<file path="config.mk">
export PLATFORM = sky130hd
export DESIGN_NAME = gcd_operand_sequencer
export DESIGN_NICKNAME = d
export VERILOG_FILES = /design/src/rtl/gcd_pkg.sv /design/src/rtl/gcd_operand_sequencer.sv
export SDC_FILE = /design/constraint.sdc
export NUM_CORES = 1
export LEC_CHECK = 0
export BUFFER_PORTS_ARGS = -buffer_cell sky130_fd_sc_hd__buf_2
export CORE_MARGIN = 2
export CORE_UTILIZATION = 45
export CTS_BUF_LIST = sky130_fd_sc_hd__clkbuf_2
export CTS_CLUSTER_DIAMETER = 50
export CTS_CLUSTER_SIZE = 28
export DETAILED_ROUTE_END_ITERATION = 10
export GPL_TIMING_DRIVEN = 0
export PLACE_DENSITY = 0.78
export SYNTH_ARGS = -nofsm -noshare
export SYNTH_HDL_FRONTEND = slang
export SYNTH_SLANG_ARGS = --single-unit
</file>
<file path="constraint.sdc">
create_clock -name clock -period 2.33 [get_ports clock]
set_input_delay 0.466 -clock clock [delete_from_list [all_inputs] [get_ports clock]]
set_output_delay 0.466 -clock clock [all_outputs]
set_load 0.02 [all_outputs]
</file>
<file path="src/rtl/gcd_pkg.sv">
// Shared types and defaults for the GCD engine front-end sequencer.
package gcd_pkg;

  localparam int GCD_WIDTH              = 16;
  localparam int DEFAULT_TIMEOUT_CYCLES = 1024;

  typedef enum logic [2:0] {
    IDLE   = 3'd0,
    START  = 3'd1,
    SEND_A = 3'd2,
    SEND_B = 3'd3,
    WAIT   = 3'd4,
    DONE   = 3'd5
  } gcd_state_t;

endpackage

</file>
<file path="src/rtl/gcd_operand_sequencer.sv">
// Front-end for the subtractive GCD engine: serialises an operand pair onto the shared bus and returns the result.
// Optional WAIT-state abort counter is enabled by defining GCD_SEQ_TIMEOUT_EN.
module gcd_operand_sequencer
  import gcd_pkg::*;
#(
  parameter int WIDTH = GCD_WIDTH
`ifdef GCD_SEQ_TIMEOUT_EN
  , parameter int TIMEOUT_CYCLES = DEFAULT_TIMEOUT_CYCLES
`endif
) (
  input  logic             clock,
  input  logic             reset_n,
  input  logic             op_valid,
  output logic             op_ready,
  input  logic [WIDTH-1:0] op_a,
  input  logic [WIDTH-1:0] op_b,
  output logic             gcd_start,
  output logic [WIDTH-1:0] gcd_data_in,
  input  logic             gcd_finish,
  input  logic [WIDTH-1:0] gcd_result,
  output logic             res_valid,
  input  logic             res_ready,
  output logic [WIDTH-1:0] res_data,
  output logic             res_err
);

  gcd_state_t       state;
  logic [WIDTH-1:0] a_reg;
  logic [WIDTH-1:0] b_reg;

`ifdef GCD_SEQ_TIMEOUT_EN
  localparam int CNT_W = $clog2(TIMEOUT_CYCLES + 1);
  localparam logic [CNT_W-1:0] CNT_LAST = CNT_W'(TIMEOUT_CYCLES - 1);

  logic [CNT_W-1:0] wait_cnt;
`else
  assign res_err = 1'b0;
`endif

  // Zero operands never reach the engine; finish is only trusted once WAIT is reached,
  // since the engine keeps it high from the previous run until it reloads.
  always_ff @(posedge clock or negedge reset_n) begin
    if (!reset_n) begin
      state       <= IDLE;
      op_ready    <= 1'b1;
      gcd_start   <= 1'b0;
      gcd_data_in <= '0;
      res_valid   <= 1'b0;
      res_data    <= '0;
      a_reg       <= '0;
      b_reg       <= '0;
`ifdef GCD_SEQ_TIMEOUT_EN
      res_err     <= 1'b0;
      wait_cnt    <= '0;
`endif
    end else begin
      gcd_start <= 1'b0;
      case (state)
        IDLE: begin
          if (op_valid && op_ready) begin
            op_ready <= 1'b0;
            a_reg    <= op_a;
            b_reg    <= op_b;
`ifdef GCD_SEQ_TIMEOUT_EN
            res_err  <= 1'b0;
`endif
            if (op_a == '0 || op_b == '0) begin
              res_data  <= (op_a == '0) ? op_b : op_a;
              res_valid <= 1'b1;
              state     <= DONE;
            end else begin
              gcd_start   <= 1'b1;
              gcd_data_in <= '0;
              state       <= START;
            end
          end
        end
        START: begin
          gcd_data_in <= a_reg;
          state       <= SEND_A;
        end
        SEND_A: begin
          gcd_data_in <= b_reg;
          state       <= SEND_B;
        end
        SEND_B: begin
          gcd_data_in <= '0;
          state       <= WAIT;
`ifdef GCD_SEQ_TIMEOUT_EN
          wait_cnt    <= '0;
`endif
        end
        WAIT: begin
          if (gcd_finish) begin
            res_data  <= gcd_result;
            res_valid <= 1'b1;
            state     <= DONE;
          end
`ifdef GCD_SEQ_TIMEOUT_EN
          else if (wait_cnt == CNT_LAST) begin
            res_data  <= '0;
            res_err   <= 1'b1;
            res_valid <= 1'b1;
            state     <= DONE;
          end else begin
            wait_cnt <= wait_cnt + 1'b1;
          end
`endif
        end
        DONE: begin
          if (res_ready) begin
            res_valid <= 1'b0;
            op_ready  <= 1'b1;
            state     <= IDLE;
          end
        end
        default: begin
          res_valid <= 1'b0;
          op_ready  <= 1'b1;
          state     <= IDLE;
        end
      endcase
    end
  end

endmodule

</file>
==> metrics.cfg, run 1 <==
[status]
status = finished, final reports clean

[power_and_ir_drop]
p_leak_uw = 0.00187
p_switching_uw = 1870
power_frac_comb = 0.422
power_uw = 4940
sw_frac_of_total = 0.378
intPower_uw = 3070
seq_power_share = 0.420
ir_worst_vdd_v = 0.000667
p_per_area_nw_per_um2 = 1280
clockPowerShare = 0.158

[die]
ios = 89
die_height_um = 87.9
row_count = 30
dieArea_um2 = 7730
die_w_um = 87.9
core_area_um2 = 6790
initial_core_util = 0.466

[synth]
synth_top_family_by_area = multiplexers
async_flop_share = 1.00
synthCells = 261
synth_mux_area_frac = 0.181
synth-xor-area-share = 0
synth_nets = 314
synth_area_um2 = 3170
synth.distinct_cells = 29
synthAdderAreaFrac = 0
synth_edf_count = 0
ys_seq_elements = 70
synth-compound-area-share = 0.161
yosys_warnings = 0
syn_avg_cell_area_um2 = 12.1
synth_ff_type = dfrtp_1
seq_area_frac_synth = 0.553
synth-simple-area-share = 0.0711

[timing]
rsz0062_at_grt = false
setup_viol = 0
timing.fmax_mhz = 489
min_period_ns = 2.05
tightest_slew_ns = 0.866
slew_headroom = 0.422
finalClockSkew_ns = 0.0184
drv_slew = 0
finalHoldViolCount = 0
fin_crit_sh = 0.878

[worst_setup_path]
cp.required_ns = 2.73
crit_fanout = 10
cp_data_arrival_time_ns = 2.45
cp-end-kind = flip-flop
worstSetupPathType = flip-flop to flip-flop
startpoint_type = flip-flop

[layout]
drive_gt1_frac = 0.451
most-common-layout-cells = buf_2, dfrtp_1, mux2_2, a21oi_1, nor2_1
area_growth_pct = 21.7
final_common_cell = buf_2
final_area_um2 = 3860
diodes = 0
final_util = 0.568
finalNetCount = 412
fill_cells = 603

[cts]
cts_root_buffer = clkbuf_2
path_clk_slew_ns = 0.19
numClockSinks = 70
numCtsBuffers = 9
cts.repair.resized = 0
clock_path_buffers = 2
cts_hold_buf = 0
cts-htree-levels = 3
cts_tree = yes
clk-insertion-delay-late_ns = 0.51
postCtsSetupBuffers = 0

[grt]
grt_overflow = 0
grtUsageTotal = 0.225
grt_max_degree = 71
grt_pass1_vias = 2575
antenna_found_initial = 0
grt_pass1_wl_mm = 13.1

[route]
wl_per_cell_um = 17.9
dr.pass1.iters = 4
vias = 2538
wl_mm = 8.22
drt-vias-per-instance = 5.52
drc = 0
postRouteAntennaNets = 0
initialDrtViolationCount = 258

[job]
cap_violations = 0

[place]
hpwlAfterDp_mm = 6.02
placed_cell_area_um2 = 3730
gp_congestion = 0.838
port_buffers = 87

[min_path]
holdCritPathClass = primary input to async pin

==> cells in the mapped netlist, drive strengths merged, types with 3 or more instances <==
cell	count	area, µm²
nor4	9	71.3
nand4	3	18.8
o2bb2ai	16	140
nand2	7	26.3
buf	11	62.6
nor2b	3	18.8
a22oi	16	120
clkbuf	9	35.0
nor2	20	75.1
o21ai	4	20.0
dfrtp	69	1730
mux2	48	574
a21oi	35	175
==> worst max-delay path: stages (launching register included) <==
cell      delay [ns]
dfrtp_1         0.39
buf_2           0.17
nor2_1          0.34
nand2_1         0.24
clkbuf_1        0.28
nor2_1          0.14
a21oi_1         0.07
mux2_4          0.30
==> path summary, 6_finish.rpt <==
path	slack, ns	cells after the start	to	startpoint
worst max-delay path	0.28	7	res_data[8]	state[1]
worst min-delay path	0.02	1	gcd_data_in[0]	reset_n
worst max register to register	0.28	7	res_data[8]	state[1]
worst min register to register	0.51	1	gcd_data_in[2]	gcd_data_in[2]
max in group asynchronous	1.72	1	res_data[3]	reset_n
min in group clock	0.21	2	a_reg[11]	op_a[11]
==> area by class of cell <==
| type | instances | area, µm² | share of cell area |
|---|---|---|---|
| sequential | 70 | 1750 | 0.455 |
| multi-input combinational | 170 | 1320 | 0.341 |
| timing repair buffer | 87 | 438 | 0.114 |
| tap | 96 | 120 | 0.0311 |
| buffer | 20 | 97.6 | 0.0253 |
| clock inverter | 5 | 73.8 | 0.0191 |
| clock buffer | 11 | 55.1 | 0.0143 |
| inverter | 1 | 3.75 | 0.000973 |
==> kinds of logic after synthesis <==
kind of cell | after synthesis
AO/OA/AOI/OAI | 77
buffers and inverters | 21
flip-flops | 70
multiplexers | 48
other | 1
AND/OR/NAND/NOR | 44
==> stage by stage <==
| stage | hold WS (ns) | worst slack, ns | setup TNS, ns | std cells |
|---|---|---|---|---|
| 2_1_floorplan | 0.170 | 0.516 | 0 | 261 |
| 3_3_place_gp | 0.472 | 0.0386 | 0 | 444 |
| 3_5_place_dp | 0.473 | -0.0684 | -0.552 | 444 |
| 4_1_cts | 0.0616 | 0.286 | 0 | 460 |
| 5_1_grt | 0.0833 | 0.125 | 0 | 460 |
| 6_report | 0.0248 | 0.283 | 0 | 460 |
==> routing by layer <==
metal  share of wire  up-vias  global-route usage  wire length, µm
met5               0        -                   0                0
met4           0.021        0              0.0993              173
met3           0.061       15              0.0415              505
met2            0.47       92               0.342             3870
met1            0.45     1270               0.317             3670
li1                -     1161                   -                -
==> power by group through the flow <==
stage	Sequential, µW	Clock, µW	Combinational (µW)
2_1_floorplan	2360	0	1160
3_3_place_gp	2080	0	2030
5_1_grt	2140	844	2270
3_5_place_dp	2100	0	2080
4_1_cts	2080	790	2100
6_report	2080	781	2090
Note: power is estimated with default switching activity, not from simulation.
==> run 2, diff against run 1 <==
--- a/config.mk
+++ b/config.mk
@@ -7,13 +7,13 @@
 export LEC_CHECK = 0
 export BUFFER_PORTS_ARGS = -buffer_cell sky130_fd_sc_hd__buf_2
 export CORE_MARGIN = 2
-export CORE_UTILIZATION = 45
+export CORE_UTILIZATION = 54
 export CTS_BUF_LIST = sky130_fd_sc_hd__clkbuf_2
 export CTS_CLUSTER_DIAMETER = 50
 export CTS_CLUSTER_SIZE = 28
 export DETAILED_ROUTE_END_ITERATION = 10
 export GPL_TIMING_DRIVEN = 0
-export PLACE_DENSITY = 0.78
+export PLACE_DENSITY = 0.9
 export SYNTH_ARGS = -nofsm -noshare
 export SYNTH_HDL_FRONTEND = slang
 export SYNTH_SLANG_ARGS = --single-unit
==> run 2 against run 1 <==
  * Critical path type unchanged
  * Largest cell class unchanged
  * Highest routed layer unchanged
  * Final area decreased by 1.7%
  * Register-to-register slack got worse by 0.05 ns
  * Flip-flop and latch count unchanged
  * Sequential share of layout area increased by 0.80 points
  * Critical endpoint is now res_data[13]
==> metrics.cfg, run 2 (synthesis gave the netlist of run 1 again) <==
[die]
row_count = 27  ; -10%
ios = 89  ; unchanged
core_area_um2 = 5570  ; -18%
initial_core_util = 0.569  ; +0.102
die_height_um = 80.6  ; -8.3%
die_w_um = 80.6  ; -8.3%
dieArea_um2 = 6500  ; -16%

[timing]
slew_headroom = 0.429  ; +0.00700
fin_crit_sh = 0.900  ; +0.0212
drv_slew = 0  ; unchanged
rsz0062_at_grt = false
timing.fmax_mhz = 477  ; -2.4%
setup_viol = 0  ; unchanged
finalHoldViolCount = 0  ; unchanged
min_period_ns = 2.10  ; +0.0494 ns
tightest_slew_ns = 0.856  ; -0.0105 ns
finalClockSkew_ns = 0.0119  ; -0.00656 ns
setup_ws_ns = 0.234  ; -0.0494 ns

[cts]
clock_path_buffers = 2  ; unchanged
path_clk_slew_ns = 0.18  ; about the same
postCtsSetupBuffers = 0  ; unchanged
numCtsBuffers = 9  ; unchanged
clk-insertion-delay-late_ns = 0.49  ; -0.02 ns
cts_root_buffer = clkbuf_2
numClockSinks = 70  ; unchanged
cts_tree = yes
cts_hold_buf = 0  ; unchanged
cts.repair.resized = 0  ; unchanged
cts-htree-levels = 3  ; unchanged

[grt]
grt_max_degree = 71  ; unchanged
antenna_found_initial = 0  ; unchanged
grtUsageTotal = 0.275  ; +0.0497
grt_overflow = 0  ; unchanged
grt_pass1_wl_mm = 13.2  ; +1.3%
grt_pass1_vias = 2647  ; +2.8%

[worst_setup_path]
cp_data_arrival_time_ns = 2.49  ; +0.04 ns
rr_startpoint = state[1]
worstSetupPathType = flip-flop to flip-flop
worstSetupStartpoint = state[1]
crit_fanout = 10  ; unchanged
startpoint_type = flip-flop
cp-end-kind = flip-flop
cp.required_ns = 2.72  ; about the same

[status]
status = finished, final reports clean

[route]
dr.pass1.iters = 5  ; +1
postRouteAntennaNets = 0  ; unchanged
initialDrtViolationCount = 221  ; -14%
drc = 0  ; unchanged
drt-vias-per-instance = 5.93  ; +7.4%
wl_per_cell_um = 19.2  ; +7.4%
wl_mm = 8.33  ; +1.3%
vias = 2572  ; +1.3%

[power_and_ir_drop]
p_leak_uw = 0.00185  ; -1.1%
ir_worst_vdd_v = 0.000654  ; -2.0%
p_per_area_nw_per_um2 = 1280  ; -0.43%
power_uw = 4840  ; -2.1%

[place]
placed_cells = 420  ; -5.4%
placed_cell_area_um2 = 3700  ; -0.81%
port_buffers = 87  ; unchanged
place_ws_ns = -0.0589  ; +0.00956 ns
gp_congestion = 0.860  ; +2.6%
hpwlAfterDp_mm = 6.14  ; +2.1%

[min_path]
holdCritPathClass = primary input to async pin

[layout]
most-common-layout-cells = buf_2, dfrtp_1, mux2_2, a21oi_1, nor2_1
finalNetCount = 412  ; unchanged
drive_gt1_frac = 0.445  ; -0.00580
final_util = 0.680  ; +0.112
diodes = 0  ; unchanged
stdcell_count = 434  ; -5.7%
final_common_cell = buf_2
final_area_um2 = 3790  ; -1.7%
area_growth_pct = 19.6

[job]
cap_violations = 0  ; unchanged

## run 2: cell count changes in the layout (fill, tap and decap cells not counted)
cell	before	now
bufinv_16	2	1
clkinv_2	2	0
clkinv_1	1	2
## run 2: area by class of cell
class / instances / area, µm²
plain buffers: 20 / 97.6
clock buffers: 11 / 55.1
clock inverters: 3 / 37.5
fillers: 425 / 1780
inverters: 1 / 3.75
multi-input cells: 170 / 1320
flip-flops and latches: 70 / 1750
well taps: 72 / 90.1
repair buffers: 87 / 438
## run 2: worst paths after layout
check                                   to  slack, ns  cells after the start
min in group clock               b_reg[12]       0.22                      2
max reg2reg                   res_data[13]       0.23                      7
min                        gcd_data_in[13]       0.05                      1
max in group asynchronous         b_reg[9]       1.71                      1
max                           res_data[13]       0.23                      7
min reg2reg                 gcd_data_in[1]       0.51                      1
## run 2: metrics by stage
step | setup TNS (ns) | hold WS, ns
floorplan | 0 | 0.170
global placement | 0 | 0.470
detailed placement | -0.471 | 0.472
CTS | 0 | 0.0875
global route | 0 | 0.128
finish | 0 | 0.0519
## run 2: critical path, stage by stage (launching register included)
cell	delay [ns]
dfrtp_1	0.40
buf_2	0.17
nor2_1	0.33
nand2_1	0.24
clkbuf_1	0.30
nor2_1	0.17
a21oi_1	0.08
mux2_4	0.30
## run 2: metal layers
| metal | part of all wire | global-route usage | vias to the layer above |
|---|---|---|---|
| met2 | 0.48 | 0.434 | 140 |
| met5 | 0 | 0 | - |
| met1 | 0.41 | 0.362 | 1238 |
| li1 | - | - | 1161 |
| met4 | 0.037 | 0.146 | 0 |
| met3 | 0.074 | 0.0483 | 33 |
## run 2: power by group
group	switching (µW)	internal [µW]	total, µW
Clock	403	240	642
Combinational	1170	933	2100
Sequential	311	1790	2100
